$ cat config.mk
export PLATFORM = sky130hd
export DESIGN_NAME = uart_rx_buffer
export DESIGN_NICKNAME = d
export VERILOG_FILES = /design/src/rtl/uart_rx_pkg.sv /design/src/rtl/sync_fifo.sv /design/src/rtl/uart_rx_buffer.sv
export SDC_FILE = /design/constraint.sdc
export NUM_CORES = 1
export LEC_CHECK = 0
export CAP_MARGIN = 5
export CORE_ASPECT_RATIO = 1.2
export CORE_MARGIN = 3
export CORE_UTILIZATION = 55
export DETAILED_ROUTE_END_ITERATION = 10
export PLACE_DENSITY_LB_ADDON = 0.3
export SYNTH_ARGS = -nofsm -noshare
export SYNTH_HDL_FRONTEND = slang
export SYNTH_SLANG_ARGS = --single-unit
$ cat constraint.sdc
create_clock -name clk -period 3.3 [get_ports clk]
set_clock_uncertainty 0.05 [all_clocks]
set_input_delay 0.33 -clock clk [delete_from_list [all_inputs] [get_ports clk]]
set_output_delay 0.33 -clock clk [all_outputs]
set_load 0.03 [all_outputs]
$ cat src/rtl/uart_rx_pkg.sv
// uart_rx_pkg -- shared types and constants for the UART receive buffer.
//   rx_state_t    : capture FSM states (S_IDLE, S_ACK, S_HOLD)
//   DEFAULT_DEPTH : default FIFO depth
//   NULL_BYTE     : value shown on the read port when the FIFO is empty
package uart_rx_pkg;

    typedef enum logic [1:0] {
        S_IDLE = 2'd0,
        S_ACK  = 2'd1,
        S_HOLD = 2'd2
    } rx_state_t;

    localparam int         DEFAULT_DEPTH = 16;
    localparam logic [7:0] NULL_BYTE     = 8'h00;

endpackage

$ cat src/rtl/sync_fifo.sv
// sync_fifo -- first-word-fall-through byte FIFO with occupancy count.
// Ports:
//   clk, resetn       : clock, asynchronous active-low reset
//   push, push_data   : write request and byte
//   pop               : read request (ignored while empty)
//   head              : current head byte, NULL_BYTE when empty
//   full, empty       : status flags
//   count             : registered occupancy, 0..DEPTH
// A push while full is accepted only when a pop happens on the same edge.
module sync_fifo
    import uart_rx_pkg::*;
#(
    parameter int DEPTH = DEFAULT_DEPTH,
    parameter int CNT_W = $clog2(DEPTH) + 1
) (
    input  logic             clk,
    input  logic             resetn,
    input  logic             push,
    input  logic [7:0]       push_data,
    input  logic             pop,
    output logic [7:0]       head,
    output logic             full,
    output logic             empty,
    output logic [CNT_W-1:0] count
);

    localparam int AW = $clog2(DEPTH);

    logic [7:0]       mem [DEPTH];
    logic [CNT_W-1:0] wptr;
    logic [CNT_W-1:0] rptr;
    logic             push_ok;
    logic             pop_ok;

    // Pointers carry one extra wrap bit so full and empty are distinguishable.
    assign empty = (wptr == rptr);
    assign full  = (wptr[CNT_W-1] != rptr[CNT_W-1]) &&
                   (wptr[AW-1:0] == rptr[AW-1:0]);

    // A full FIFO is never empty, so a same-edge pop frees the slot.
    assign pop_ok  = pop && !empty;
    assign push_ok = push && (!full || pop);

    assign head = empty ? NULL_BYTE : mem[rptr[AW-1:0]];

    always_ff @(posedge clk) begin
        if (push_ok)
            mem[wptr[AW-1:0]] <= push_data;
    end

    always_ff @(posedge clk or negedge resetn) begin
        if (!resetn) begin
            wptr  <= '0;
            rptr  <= '0;
            count <= '0;
        end else begin
            if (push_ok)
                wptr <= wptr + CNT_W'(1);
            if (pop_ok)
                rptr <= rptr + CNT_W'(1);
            case ({push_ok, pop_ok})
                2'b10:   count <= count + CNT_W'(1);
                2'b01:   count <= count - CNT_W'(1);
                default: count <= count;
            endcase
        end
    end

endmodule

$ cat src/rtl/uart_rx_buffer.sv
// uart_rx_buffer -- drains the UART receive register into a FIFO and presents
// it to the CPU as a first-word-fall-through queue.
// Ports:
//   clk, resetn                    : clock, asynchronous active-low reset
//   uart_rx_data/valid, uart_rx_re : UART receive register handshake
//   cpu_rx_re, cpu_rx_data/valid   : CPU pop strobe and FIFO head
//   cpu_rx_count                   : bytes stored
//   overrun, clr_overrun           : sticky drop flag and its clear
//   cpu_tx_data/we, uart_tx_busy   : CPU transmit side
//   uart_tx_data/we                : to the UART transmitter
// Build option UART_RX_ECHO_EN: echo every stored byte back to the
// transmitter when it is idle; CPU writes always win. Without it the
// transmit path is a plain pass-through.
module uart_rx_buffer
    import uart_rx_pkg::*;
#(
    parameter int DEPTH = DEFAULT_DEPTH,
    parameter int CNT_W = $clog2(DEPTH) + 1
) (
    input  logic             clk,
    input  logic             resetn,
    input  logic [7:0]       uart_rx_data,
    input  logic             uart_rx_valid,
    output logic             uart_rx_re,
    input  logic             cpu_rx_re,
    output logic [7:0]       cpu_rx_data,
    output logic             cpu_rx_valid,
    output logic [CNT_W-1:0] cpu_rx_count,
    output logic             overrun,
    input  logic             clr_overrun,
    input  logic [7:0]       cpu_tx_data,
    input  logic             cpu_tx_we,
    input  logic             uart_tx_busy,
    output logic [7:0]       uart_tx_data,
    output logic             uart_tx_we
);

    rx_state_t state;
    logic      capture;
    logic      push;
    logic      drop;
    logic      full;
    logic      empty;

    // Sample happens on the edge that leaves S_IDLE; push/drop are decided
    // from the FIFO state on that same edge.
    assign capture = (state == S_IDLE) && uart_rx_valid;
    assign push    = capture && (!full || cpu_rx_re);
    assign drop    = capture && full && !cpu_rx_re;

    sync_fifo #(
        .DEPTH (DEPTH),
        .CNT_W (CNT_W)
    ) u_fifo (
        .clk       (clk),
        .resetn    (resetn),
        .push      (push),
        .push_data (uart_rx_data),
        .pop       (cpu_rx_re),
        .head      (cpu_rx_data),
        .full      (full),
        .empty     (empty),
        .count     (cpu_rx_count)
    );

    assign cpu_rx_valid = !empty;

    // S_HOLD waits for the UART to drop valid so one byte is never taken twice.
    always_ff @(posedge clk or negedge resetn) begin
        if (!resetn) begin
            state      <= S_IDLE;
            uart_rx_re <= 1'b0;
        end else begin
            case (state)
                S_IDLE: begin
                    if (uart_rx_valid) begin
                        state      <= S_ACK;
                        uart_rx_re <= 1'b1;
                    end
                end
                S_ACK: begin
                    state      <= S_HOLD;
                    uart_rx_re <= 1'b0;
                end
                S_HOLD: begin
                    if (!uart_rx_valid)
                        state <= S_IDLE;
                end
                default: begin
                    state      <= S_IDLE;
                    uart_rx_re <= 1'b0;
                end
            endcase
        end
    end

    // Setting wins over a same-edge clear.
    always_ff @(posedge clk or negedge resetn) begin
        if (!resetn)
            overrun <= 1'b0;
        else if (drop)
            overrun <= 1'b1;
        else if (clr_overrun)
            overrun <= 1'b0;
    end

`ifdef UART_RX_ECHO_EN
    logic [7:0] echo_reg;
    logic [7:0] echo_data;
    logic       echo_pending;
    logic       echo_we;

    always_ff @(posedge clk or negedge resetn) begin
        if (!resetn) begin
            echo_reg     <= NULL_BYTE;
            echo_data    <= NULL_BYTE;
            echo_pending <= 1'b0;
            echo_we      <= 1'b0;
        end else begin
            echo_we <= 1'b0;
            // A CPU write landing on the echo strobe cycle masks it; retry.
            if (echo_we && cpu_tx_we)
                echo_pending <= 1'b1;
            if (echo_pending && !uart_tx_busy && !cpu_tx_we) begin
                echo_we      <= 1'b1;
                echo_data    <= echo_reg;
                echo_pending <= 1'b0;
            end
            // Listed last: a fresh byte overrides anything issued above.
            if (push) begin
                echo_reg     <= uart_rx_data;
                echo_pending <= 1'b1;
            end
        end
    end

    assign uart_tx_we   = cpu_tx_we | echo_we;
    assign uart_tx_data = cpu_tx_we ? cpu_tx_data :
                          (echo_we ? echo_data : NULL_BYTE);
`else
    logic unused_tx_busy;
    assign unused_tx_busy = uart_tx_busy;

    assign uart_tx_we   = cpu_tx_we;
    assign uart_tx_data = cpu_tx_data;
`endif

endmodule

Word-level counts from Yosys, hierarchy flattened. Memories as Yosys holds them, arrays and structs flattened. Index checks and enable logic that the tools add are counted. W data, S select, Z words.

Flip-flop bits (word level): 19. RAM bits: 128. Bits of input ports: 23. Output and inout bits: 25. Word-level logic and storage cells: 48. Memories: 1.

$add $sub $neg: 4. Equality and inequality tests: 9. Muxes and demuxes: 11. Bitwise gates (word level): 1. Reduce and logical (&&, ||, !) cells: 16.

Memory list: u_fifo.mem (depth 16, width 8, rd ports 1, clocked after Yosys merged registers in 0, write ports 1, RTL line sync_fifo.sv:29) `logic [7:0] mem [DEPTH];`.

Operator list (count): $add A5 B1 Y5 const B (3); $pmux W5 S2 (1); $mux W8 (1); $logic_and A1 B1 Y1 (7); $pmux W2 S3 (1); $eq A5 B5 Y1 (1); $mux W1 (5); $sub A5 B1 Y5 const B (1); $eq A2 B1 Y1 const B (2); $eq A2 B2 Y1 const B (2); $eq A4 B4 Y1 (1); $mux W2 (2); $ne A2 B2 Y1 const B (2); $reduce_and A2 Y1 (2); $reduce_bool A2 Y1 (2); $logic_not A1 Y1 (3); $logic_not A2 Y1 (1); $pmux W1 S2 (1); $logic_or A1 B1 Y1 (1); $ne A1 B1 Y1 (1); $not A1 Y1 (1).

Logic depth before layout (Yosys ltp). Gate-level depths: netlist of the first run.

Depth after elaboration: 8. Gate-level depth with buffers: 14. Mapped depth without buffers: 11.

Modules after synthesis. A second synthesis of the first run with hierarchy kept.

Cell total of the unflattened synthesis: 331. Area, all modules: 6084.6 um^2.

By module, submodules not included: sync_fifo (times used 1, cells each 306, area each 5843.1 um^2, seq. area each 4219.0 um^2); uart_rx_buffer (times used 1, cells each 25, area each 241.5 um^2, seq. area each 100.1 um^2).

Least setup slack after synthesis of the first run. Ideal clock, no wire load.

Path type: register to register. Start: register u_fifo.rptr[0]. End: register u_fifo.count[4]. Setup time: 0.080 ns. Arrival time: 2.915 ns. Required time: 3.170 ns. Slack: 0.254 ns. Cell stages (with the launch flop): 15. Path buffers: 3. Period minus slack after synthesis: 3.046 ns. Path through: dfrtp_1 buf_6 xor2_1 nor4_4 a21oi_2 buf_2 inv_1 ha_1 clkbuf_1 xor2_1 ha_1 o21a_1 o21a_1 o32ai_1 xor2_1.

Longest elaborated chain between the ends: 8. Elaborated cells between the ends (all ways): 13. Those cells by class: eq/ne: 4; mux: 1; reduce/logical: 8.

Ends and longest elaborated chain: from (decl) (RTL line sync_fifo.sv:31) `logic [CNT_W-1:0] rptr;`; from (signal assigned) (RTL line sync_fifo.sv:60) `rptr <= rptr + CNT_W'(1);`; $eq A4 B4 Y1 (RTL line sync_fifo.sv:38) `(wptr[AW-1:0] == rptr[AW-1:0]);`; $logic_and A1 B1 Y1 (RTL line sync_fifo.sv:37) `assign full = (wptr[CNT_W-1] != rptr[CNT_W-1]) &&`; $logic_not A1 Y1 (RTL line sync_fifo.sv:42, uart_rx_buffer.sv:48); $logic_or A1 B1 Y1 (RTL line sync_fifo.sv:42, uart_rx_buffer.sv:48); $logic_and A1 B1 Y1 (RTL line uart_rx_buffer.sv:48) `assign push = capture && (!full || cpu_rx_re);`; $logic_and A1 B1 Y1 (RTL line sync_fifo.sv:42) `assign push_ok = push && (!full || pop);`; $eq A2 B1 Y1 / $eq A2 B2 Y1 (equally long branches) (RTL line sync_fifo.sv:61) `case ({push_ok, pop_ok})`; $pmux W5 S2 / $reduce_bool A2 Y1 (equally long branches); to (signal assigned) (RTL line sync_fifo.sv:62) `2'b10: count <= count + CNT_W'(1);`; to (signal assigned) (RTL line sync_fifo.sv:63) `2'b01: count <= count - CNT_W'(1);`; to (signal assigned) (RTL line sync_fifo.sv:64) `default: count <= count;`; to (decl) (RTL line sync_fifo.sv:24) `output logic [CNT_W-1:0] count`.

Parallel ways exist; a longest one is shown, timed or not. A chain may end at the register's enable or synchronous reset.

Worst setup path in the final report of the first run.
Start: register u_fifo.rptr[0]. End: output cpu_rx_data[2].

Longest elaborated chain between the ends: 2. Elaborated cells between the ends (all ways): 3. Those cells by class: eq/ne: 1; mux: 1; memory: 1.

Ends and longest elaborated chain: $mem_v2 Z16 W8 / $eq A5 B5 Y1 (equally long branches); $mux W8 * (RTL line sync_fifo.sv:44) `assign head = empty ? NULL_BYTE : mem[rptr[AW-1:0]];`; to (decl) (RTL line uart_rx_buffer.sv:26) `output logic [7:0] cpu_rx_data,`.

Mark *: on every way between the ends. The rest lies on a longest branch, timed or not.

==> impl_metrics.toml, run 1 <==
[synth]
async_flop_share = 0.129
ys_seq_area_frac = 0.708
yosys_warnings = 0
synth_fa_ha_area_frac = 0.0185
synth_top_family_by_area = "multiplexers"
muxShareOfSynthArea = 0.124
ys_ff_latch = 147
mappedNetlistNets = 363
synth_edf_count = 128
synth_area_per_cell_um2 = 18.4
synth_xor_area_frac = 0.0273
synth_flop_cell = "edfxtp_1"
synth-simple-area-share = 0.0429
syn_inst = 331
syn-cell-area_um2 = 6100
synth_cell_type_count = 40
synth-compound-area-share = 0.0494

[setup_path]
start_kind = "flip-flop"
worstPathCellList = "buf_12 -> mux4_2 -> a22oi_1 -> a21oi_1 -> clkdlybuf4s50_1"
crit_fanout = 32
crit_type = "flip-flop to output pin"
crit_arrival_ns = 2.75
critPathCaptureType = "output pin"
crit_required_ns = 2.92
crit_slowest_cell = "clkdlybuf4s50_1"
critPathMaxStageDelay_ns = 0.62

[route]
dr.pass1.iters = 4
vias = 3023
avgViaCountPerCell = 6.05
drtAntennaViolNets = 0
drt_iter0_drc = 269
wire_per_inst_um = 22.7
drt-total-wl_mm = 11.3
drc = 0

[die]
die_h_um = 121
dieArea_um2 = 12400
die_x_um = 102
ios = 48
start_util = 0.572
rows = 41
core_area_um2 = 10700

[timing]
fin_tns_setup_ns = 0
drv_slew = 0
fin_crit_sh = 0.947
tightest_slew_ns = 0.844
period_needed_ns = 3.13
hold_viol_final = 0
setup_viol = 0
max_clock_freq_mhz = 320
slew_headroom = 0.436
rsz0062_at_grt = "no"

[clock_network]
path_clk_slew_ns = 0.06
cts_tree = "built"
cts-root-buf = "clkbuf_16"
numCtsBuffers = 17
htreeDepth = 4
cts.sinks = 147
holdBufCountCts = 0
insertion_delay_ns = 0.41
cts_setup_buffers = 0
cts_resized = 0
clockBufferDepth = 2

[grt]
grt_overflow = 0
grt_pass1_vias = 3149
antenna_found_initial = 0
track_usage = 0.201
grt_max_degree = 36
grt_pass1_wl_mm = 17.8

[final_layout]
final_layout_size_suffix_gt1_frac = 0.210
diodes = 0
final_core_util = 0.665
nets = 390
layout_common_cells = "128 x edfxtp_1, 32 x mux4_2, 28 x clkdlybuf4s50_1"
final_common_cell = "edfxtp_1"
n_fill_cell = 723
area_growth_pct = 16.3

[placement]
dp_hpwl_mm = 6.99
io_buffers = 28
routabilityCongestion = 0.765

[power]
ir_drop_mv = 0.501
p_leak_nw = 2.45
powerDensity_nw_per_um2 = 970

[worst_hold_path]
min_path_type = "primary input to asynchronous set/reset pin"

[flow_run]
maxCapViolations = 0

[status]
status = "finished clean"
sequential cells by signal, summed over array words and instances (netlist names):
signal	cells
overrun	1
u_fifo.wptr	5
u_fifo.mem	128
state	2
u_fifo.rptr	5
u_fifo.count	5
uart_rx_re	1
kinds of logic (layout without fill, tap and decap cells):
| group | count (synthesis) | after routing |
|---|---|---|
| simple gates | 42 | 42 |
| xor+xnor | 19 | 19 |
| mux | 35 | 35 |
| buf+inv | 35 | 75 |
| fa+ha+maj | 9 | 9 |
| flops | 147 | 147 |
| compound gates | 44 | 44 |
worst paths after layout:
path                                        startpoint                     endpoint  slack (ns)  cells past startpoint
setup / recovery            u_fifo.rptr[0]$_DFFE_PN0P_               cpu_rx_data[2]        0.17                      5
hold reg to reg            u_fifo.count[4]$_DFFE_PN0P_  u_fifo.count[4]$_DFFE_PN0P_        0.42                      1
hold / removal                                  resetn  u_fifo.count[0]$_DFFE_PN0P_        0.35                      1
max in group asynchronous                       resetn   u_fifo.rptr[0]$_DFFE_PN0P_        2.27                      1
setup reg to reg            u_fifo.rptr[0]$_DFFE_PN0P_  u_fifo.count[4]$_DFFE_PN0P_        0.43                     10
min in group clk           u_fifo.count[4]$_DFFE_PN0P_  u_fifo.count[4]$_DFFE_PN0P_        0.42                      1
per-stage QoR:
step	std cells	worst slack [ns]	hold WS (ns)	cell area, um2	power [W]
6_report	500	0.174	0.352	7090	0.00688
4_1_cts	500	0.0935	0.375	7090	0.00696
3_5_place_dp	468	0.415	0.414	6450	0.00490
2_1_floorplan	331	0.254	-0.0156	6100	0.00413
5_1_grt	500	0.0146	0.408	7090	0.00722
3_3_place_gp	468	0.478	0.412	6450	0.00484
final cells by class:
cell class / count / area, um2 / area share
Tap cell: 129 / 161 / 0.0228
Multi-Input combinational cell: 149 / 1600 / 0.225
Clock inverter: 15 / 214 / 0.0302
Inverter: 8 / 30.0 / 0.00423
Timing Repair Buffer: 35 / 345 / 0.0487
Clock buffer: 17 / 425 / 0.0600
Sequential cell: 147 / 4320 / 0.609
per-layer routing:
layer,track usage,part of all wire,wire length [um]
met4,0.0722,0.0054,61
met2,0.315,0.53,6030
met5,0,0,0
met3,0.0466,0.045,511
met1,0.278,0.42,4730
critical path, delay by kind of cell, from the launching register on:
family	cells	cell delay, ns
AO/OA/AOI/OAI	2	0.43
multiplexers	1	0.54
buffers and inverters	2	0.90
flip-flops	1	0.43
where the power goes:
| group | total [W] | internal, W | switching [W] |
|---|---|---|---|
| clock | 0.00204 | 0.00133 | 0.000706 |
| combinational | 0.00241 | 0.00107 | 0.00134 |
| sequential | 0.00244 | 0.00225 | 0.000183 |
cells in the mapped netlist, types with 2 or more instances:
cell,number,area share
mux4_2,32,0.12
nor2b_1,5,0.0051
clkbuf_2,3,0.0025
clkbuf_1,7,0.0043
a21o_1,2,0.0025
nor2_1,5,0.0031
a22oi_1,16,0.020
o21ai_0,3,0.0025
xor2_1,16,0.023
and3_1,12,0.012
xnor2_1,3,0.0043
dfrtp_1,19,0.078
buf_4,9,0.011
mux2_2,2,0.0037
edfxtp_1,128,0.63
inv_1,8,0.0049
nand2_1,3,0.0018
and2_1,6,0.0062
nand4_1,2,0.0021
ha_1,9,0.018
a21oi_1,14,0.011
nand3_1,3,0.0025
buf_2,6,0.0049
o21a_1,2,0.0025
Power figures use the tool's default switching activity.
==> inputs of run 2 (changes only) <==
--- a/config.mk
+++ b/config.mk
@@ -8,9 +8,11 @@
 export CAP_MARGIN = 5
 export CORE_ASPECT_RATIO = 1.2
 export CORE_MARGIN = 3
-export CORE_UTILIZATION = 55
+export CORE_UTILIZATION = 40
 export DETAILED_ROUTE_END_ITERATION = 10
 export PLACE_DENSITY_LB_ADDON = 0.3
+export REMOVE_ABC_BUFFERS = 1
 export SYNTH_ARGS = -nofsm -noshare
 export SYNTH_HDL_FRONTEND = slang
+export SYNTH_HIERARCHICAL = 1
 export SYNTH_SLANG_ARGS = --single-unit
==> run 2 against run 1 <==
Core utilization down 17 points. Combinational power increased by 2%. Wire length grew 1.5%. Critical path type is now flip-flop to flip-flop. Synthesized cell count is the same. Sequential share of layout area down 0.82 points. Cell area increased by 1.4%. Global-route usage down 5.3 points. Critical path depth up 9. Maximum frequency rose by 0.24%. Die area grew 35%. Cell count rose by 17%.
==> impl_metrics.toml, run 2 <==
[setup_path]
critPathCaptureType = "flip-flop"
start_kind = "flip-flop"
crit_type = "flip-flop to flip-flop"
critPathMaxStageDelay_ns = 0.46
crit_required_ns = 3.55
worst-r2r-setup-slack_ns = 0.18
worstPathCellList = "xor2_1 -> nor4_4 -> nor2b_1 -> a21oi_1 -> inv_1 -> a21oi_2 -> inv_1 -> ha_1 -> xor2_1 -> ha_1 -> or3b_2 -> a211oi_1 -> o21bai_1 -> xnor2_1"
crit_arrival_ns = 3.37
crit_fanout = 6
crit_slowest_cell = "or3b_2"

[clock_network]
cts_setup_buffers = 0
htreeDepth = 4
cts_tree = "built"
numCtsBuffers = 17
cts_resized = 0
clockBufferDepth = 2
cts-root-buf = "clkbuf_16"
cts.sinks = 147
insertion_delay_ns = 0.41
holdBufCountCts = 0
path_clk_slew_ns = 0.06

[synth]
synth_common_cells = "128 x edfxtp_1, 32 x mux4_2, 19 x dfrtp_1"
synth-simple-area-share = 0.0446
synth_top_cell_area_share = 0.632
synth_cell_type_count = 37
synth_top_area_cell = "edfxtp_1"
synth-compound-area-share = 0.0469
yosys_warnings = 6
ys_seq_area_frac = 0.710
async_flop_share = 0.129
synth_xor_area_frac = 0.0273
synth_area_per_cell_um2 = 18.4
ys_ff_latch = 147
synth_most_common_cell = "edfxtp_1"
synth_top_family_by_area = "multiplexers"
muxShareOfSynthArea = 0.126
synth_fa_ha_area_frac = 0.0165
synth_area_leaders = "edfxtp_1 63%, mux4_2 12%, dfrtp_1 7.8%"
syn_inst = 331
synth_edf_count = 128
syn-cell-area_um2 = 6080
synth_flop_cell = "edfxtp_1"

[final_layout]
nets = 402
largest_register_ffs = 128
layout.cells.non_filler = 584
finalInstanceArea_um2 = 7190
area_growth_pct = 18.2
diodes = 0
final_layout_size_suffix_gt1_frac = 0.232
final_common_cell = "edfxtp_1"
final_core_util = 0.491
layout_common_cells = "128 x edfxtp_1, 32 x mux4_2, 26 x clkdlybuf4s50_1"

[grt]
grt_pass1_vias = 3188
grt_overflow = 0
grt_pass1_wl_mm = 18.1
antenna_found_initial = 0
track_usage = 0.147
grt_max_degree = 36

[placement]
place_inst = 552
io_buffers = 28
routabilityCongestion = 0.789
preCtsSetupSlack_ns = -0.0588
place_area_um2 = 6620
dp_hpwl_mm = 7.10

[die]
die_h_um = 141
ios = 48
dieArea_um2 = 16700
start_util = 0.415
core_area_um2 = 14700
die_x_um = 119
rows = 48

[timing]
fin_ws_ns = 0.182
rsz0062_at_grt = "no"
max_clock_freq_mhz = 321
fin_crit_sh = 0.945
drv_slew = 0
tightest_slew_ns = 0.899
slew_headroom = 0.399
hold_viol_final = 0
period_needed_ns = 3.12
setup_viol = 0

[flow_run]
maxCapViolations = 0

[power]
ir_drop_mv = 0.767
powerDensity_nw_per_um2 = 927
finalPower_w = 0.00666
p_leak_nw = 2.47

[route]
drc = 0
drtAntennaViolNets = 0
drt_iter0_drc = 214
top_layer = "met4"
dr.pass1.iters = 4
vias = 3026
wire_per_inst_um = 19.7
avgViaCountPerCell = 5.18
wl_met1_mm = 4.86
wl_met3_um = 639
drt-total-wl_mm = 11.5
wl_met2_mm = 5.76

[worst_hold_path]
min_path_type = "primary input to asynchronous set/reset pin"

[status]
status = "finished clean"
[run 2: cell count changes after synthesis, sizes merged, moves of 2 or more]
cell,previous run,this run
a211oi,1,3
a21o,2,0
a21oi,15,17
clkbuf,10,7
inv,8,11
o21a,2,0
[run 2: cells by family after synthesis]
logic type | after synthesis
buffers and inverters | 36
AOI/OAI and AO/OA | 42
and+or+nand+nor | 43
xor gates and xnor gates | 19
muxes | 36
adders and majority gates | 8
DFF | 147
[run 2: worst paths after layout]
kind	cells past startpoint	from	endpoint
max	14	u_fifo/wptr[3]$_DFFE_PN0P_	u_fifo/count[4]$_DFFE_PN0P_
min	1	resetn	uart_rx_re$_DFFE_PN0P_
max reg2reg	14	u_fifo/wptr[3]$_DFFE_PN0P_	u_fifo/count[4]$_DFFE_PN0P_
min reg2reg	1	u_fifo/count[4]$_DFFE_PN0P_	u_fifo/count[4]$_DFFE_PN0P_
max in group asynchronous	1	resetn	u_fifo/rptr[0]$_DFFE_PN0P_
min in group clk	2	clr_overrun	overrun$_DFFE_PN0P_
[run 2: power breakdown]
group	internal (W)	leakage (nW)	switching [W]	total [W]
sequential	0.00225	1.38	0.000156	0.00241
combinational	0.00111	0.822	0.00136	0.00247
clock	0.00110	0.266	0.000687	0.00178
total	0.00446	2.47	0.00220	0.00666
[run 2: routing by layer]
layer  vias up  track usage
met4         0       0.0598
li1       1373            -
met5         -            0
met1      1545        0.186
met3        15       0.0457
met2        93        0.239
[run 2: final cells by class]
type,instances,area [um2]
Clock buffer,20,437
Clock inverter,12,115
Fill cell,1262,7460
Inverter,11,41.3
Multi-Input combinational cell,148,1600
Sequential cell,147,4320
Tap cell,200,250
Timing Repair Buffer,46,423
[run 2: worst max-delay path, delay by kind of cell, from the launching register on]
kind / cells / cell delay, ns
simple gates: 3 / 0.68
compound gates: 4 / 0.67
xor+xnor: 3 / 0.57
flops: 1 / 0.44
fa+ha+maj: 2 / 0.44
buf+inv: 2 / 0.16
[run 2: stage by stage]
stage	hold slack, ns	TNS (ns)
3_3_place_gp	0.420	0
3_5_place_dp	0.413	-0.0588
6_report	0.374	0
5_1_grt	0.417	0
2_1_floorplan	-0.0156	-11.87
4_1_cts	0.392	0
==> inputs of run 3 (changes only) <==
--- a/config.mk
+++ b/config.mk
@@ -7,10 +7,10 @@
 export LEC_CHECK = 0
 export CAP_MARGIN = 5
 export CORE_ASPECT_RATIO = 1.2
-export CORE_MARGIN = 3
+export CORE_MARGIN = 4
 export CORE_UTILIZATION = 40
 export DETAILED_ROUTE_END_ITERATION = 10
-export PLACE_DENSITY_LB_ADDON = 0.3
+export PLACE_DENSITY = 0.69
 export REMOVE_ABC_BUFFERS = 1
 export SYNTH_ARGS = -nofsm -noshare
 export SYNTH_HDL_FRONTEND = slang
==> run 3 against run 2 <==
Cell count up 0.51%. Via count up 2.0%. Maximum frequency down 2.4%. Sequential power about the same. Cell area up 1.3%. Combinational power about the same. Sequential share of layout area down 0.76 points. Largest power group unchanged.
==> impl_metrics.toml, run 3 (synthesized netlist as in run 2, its figures left out) <==
[power]
ir_drop_mv = 0.647
powerDensity_nw_per_um2 = 954
p_leak_nw = 2.51

[final_layout]
diodes = 0
area_growth_pct = 19.7
layout.cells.non_filler = 587
layout_common_cells = "128 x edfxtp_1, 32 x mux4_2, 26 x clkdlybuf4s50_1"
finalInstanceArea_um2 = 7280
final_core_util = 0.487
largest_register_ffs = 128
final_common_cell = "edfxtp_1"
nets = 401
final_layout_size_suffix_gt1_frac = 0.251

[placement]
place_area_um2 = 6620
place_inst = 555
dp_hpwl_mm = 7.66
routabilityCongestion = 0.783
io_buffers = 28

[route]
vias = 3086
dr.pass1.iters = 4
drtAntennaViolNets = 0
wire_per_inst_um = 20.5
drt-total-wl_mm = 12.0
avgViaCountPerCell = 5.26
drc = 0
drt_iter0_drc = 266

[die]
rows = 49
ios = 48
start_util = 0.407
dieArea_um2 = 17300
die_x_um = 121
core_area_um2 = 15000
die_h_um = 143

[flow_run]
maxCapViolations = 0

[grt]
grt_overflow = 0
grt_pass1_wl_mm = 18.7
antenna_found_initial = 0
grt_max_degree = 36
grt_pass1_vias = 3359
track_usage = 0.149

[timing]
tightest_slew_ns = 0.910
max_clock_freq_mhz = 313
fin_crit_sh = 0.968
period_needed_ns = 3.20
slew_headroom = 0.392
setup_viol = 0
hold_viol_final = 0
drv_slew = 0

[setup_path]
crit_type = "flip-flop to output pin"
crit_arrival_ns = 2.82
start_kind = "flip-flop"
critPathCaptureType = "output pin"
crit_required_ns = 2.92
crit_fanout = 9

[status]
status = "finished clean"

[clock_network]
cts_tree = "built"
cts.sinks = 147
clockBufferDepth = 2
path_clk_slew_ns = 0.06
htreeDepth = 4
cts-root-buf = "clkbuf_16"
numCtsBuffers = 17
insertion_delay_ns = 0.42

[worst_hold_path]
min_path_type = "primary input to asynchronous set/reset pin"
==> run 3: power breakdown <==
group	switching, W	internal (W)	total (W)
Sequential	0.000169	0.00225	0.00242
Combinational	0.00137	0.00111	0.00247
Clock	0.000719	0.00133	0.00205
Total	0.00225	0.00469	0.00695
==> run 3: critical path: stages (launching register included) <==
cell and delay (ns):
dfrtp_1 0.46, xor2_2 0.23, nor4_4 0.28, buf_4 0.21
and2_1 0.48, a21oi_1 0.11, clkdlybuf4s50_1 0.63
==> run 3: layout make-up <==
cell class | instances | area [um2]
fill | 1265 | 7680
sequential | 147 | 4320
multi-input combinational | 148 | 1610
clock buffer | 17 | 425
timing repair buffer | 45 | 415
tap | 204 | 255
clock inverter | 15 | 214
inverter | 11 | 41.3
==> run 3: worst paths after layout <==
path | end | slack (ns) | cells after the start | from
max | cpu_rx_data[2] | 0.10 | 6 | u_fifo/wptr[0]$_DFFE_PN0P_
max reg2reg | u_fifo/count[4]$_DFFE_PN0P_ | 0.22 | 14 | u_fifo/wptr[0]$_DFFE_PN0P_
min | u_fifo/count[0]$_DFFE_PN0P_ | 0.38 | 1 | resetn
min in group clk | overrun$_DFFE_PN0P_ | 0.41 | 2 | clr_overrun
max in group asynchronous | u_fifo/wptr[2]$_DFFE_PN0P_ | 2.20 | 1 | resetn
min reg2reg | u_fifo/rptr[4]$_DFFE_PN0P_ | 0.43 | 1 | u_fifo/rptr[4]$_DFFE_PN0P_
==> run 3: repair_timing <==
action / CTS / global route
hold buffers: 0 / 0
resized for setup: 0 / 4
buffers inserted: 0 / 0
endpoints found under the setup margin: 0 / 1
==> run 3: layer usage <==
layer / vias to the layer above / part of all wire / GRT usage
met5: - / 0 / 0
met1: 1590 / 0.42 / 0.185
met3: 10 / 0.062 / 0.0547
met2: 107 / 0.51 / 0.246
met4: 0 / 0.012 / 0.0436
li1: 1379 / - / -
==> run 3: stage by stage <==
stage | setup WS [ns] | total power, W | hold WS [ns] | TNS, ns
after floorplan | -1.18 | 0.00401 | -0.0156 | -11.87
after global placement | 0.0463 | 0.00486 | 0.423 | 0
after detailed placement | -0.0364 | 0.00491 | 0.422 | -0.0364
after CTS | 0.107 | 0.00699 | 0.388 | 0
after global routing | -0.0173 | 0.00728 | 0.392 | -0.0239
final | 0.104 | 0.00695 | 0.376 | 0
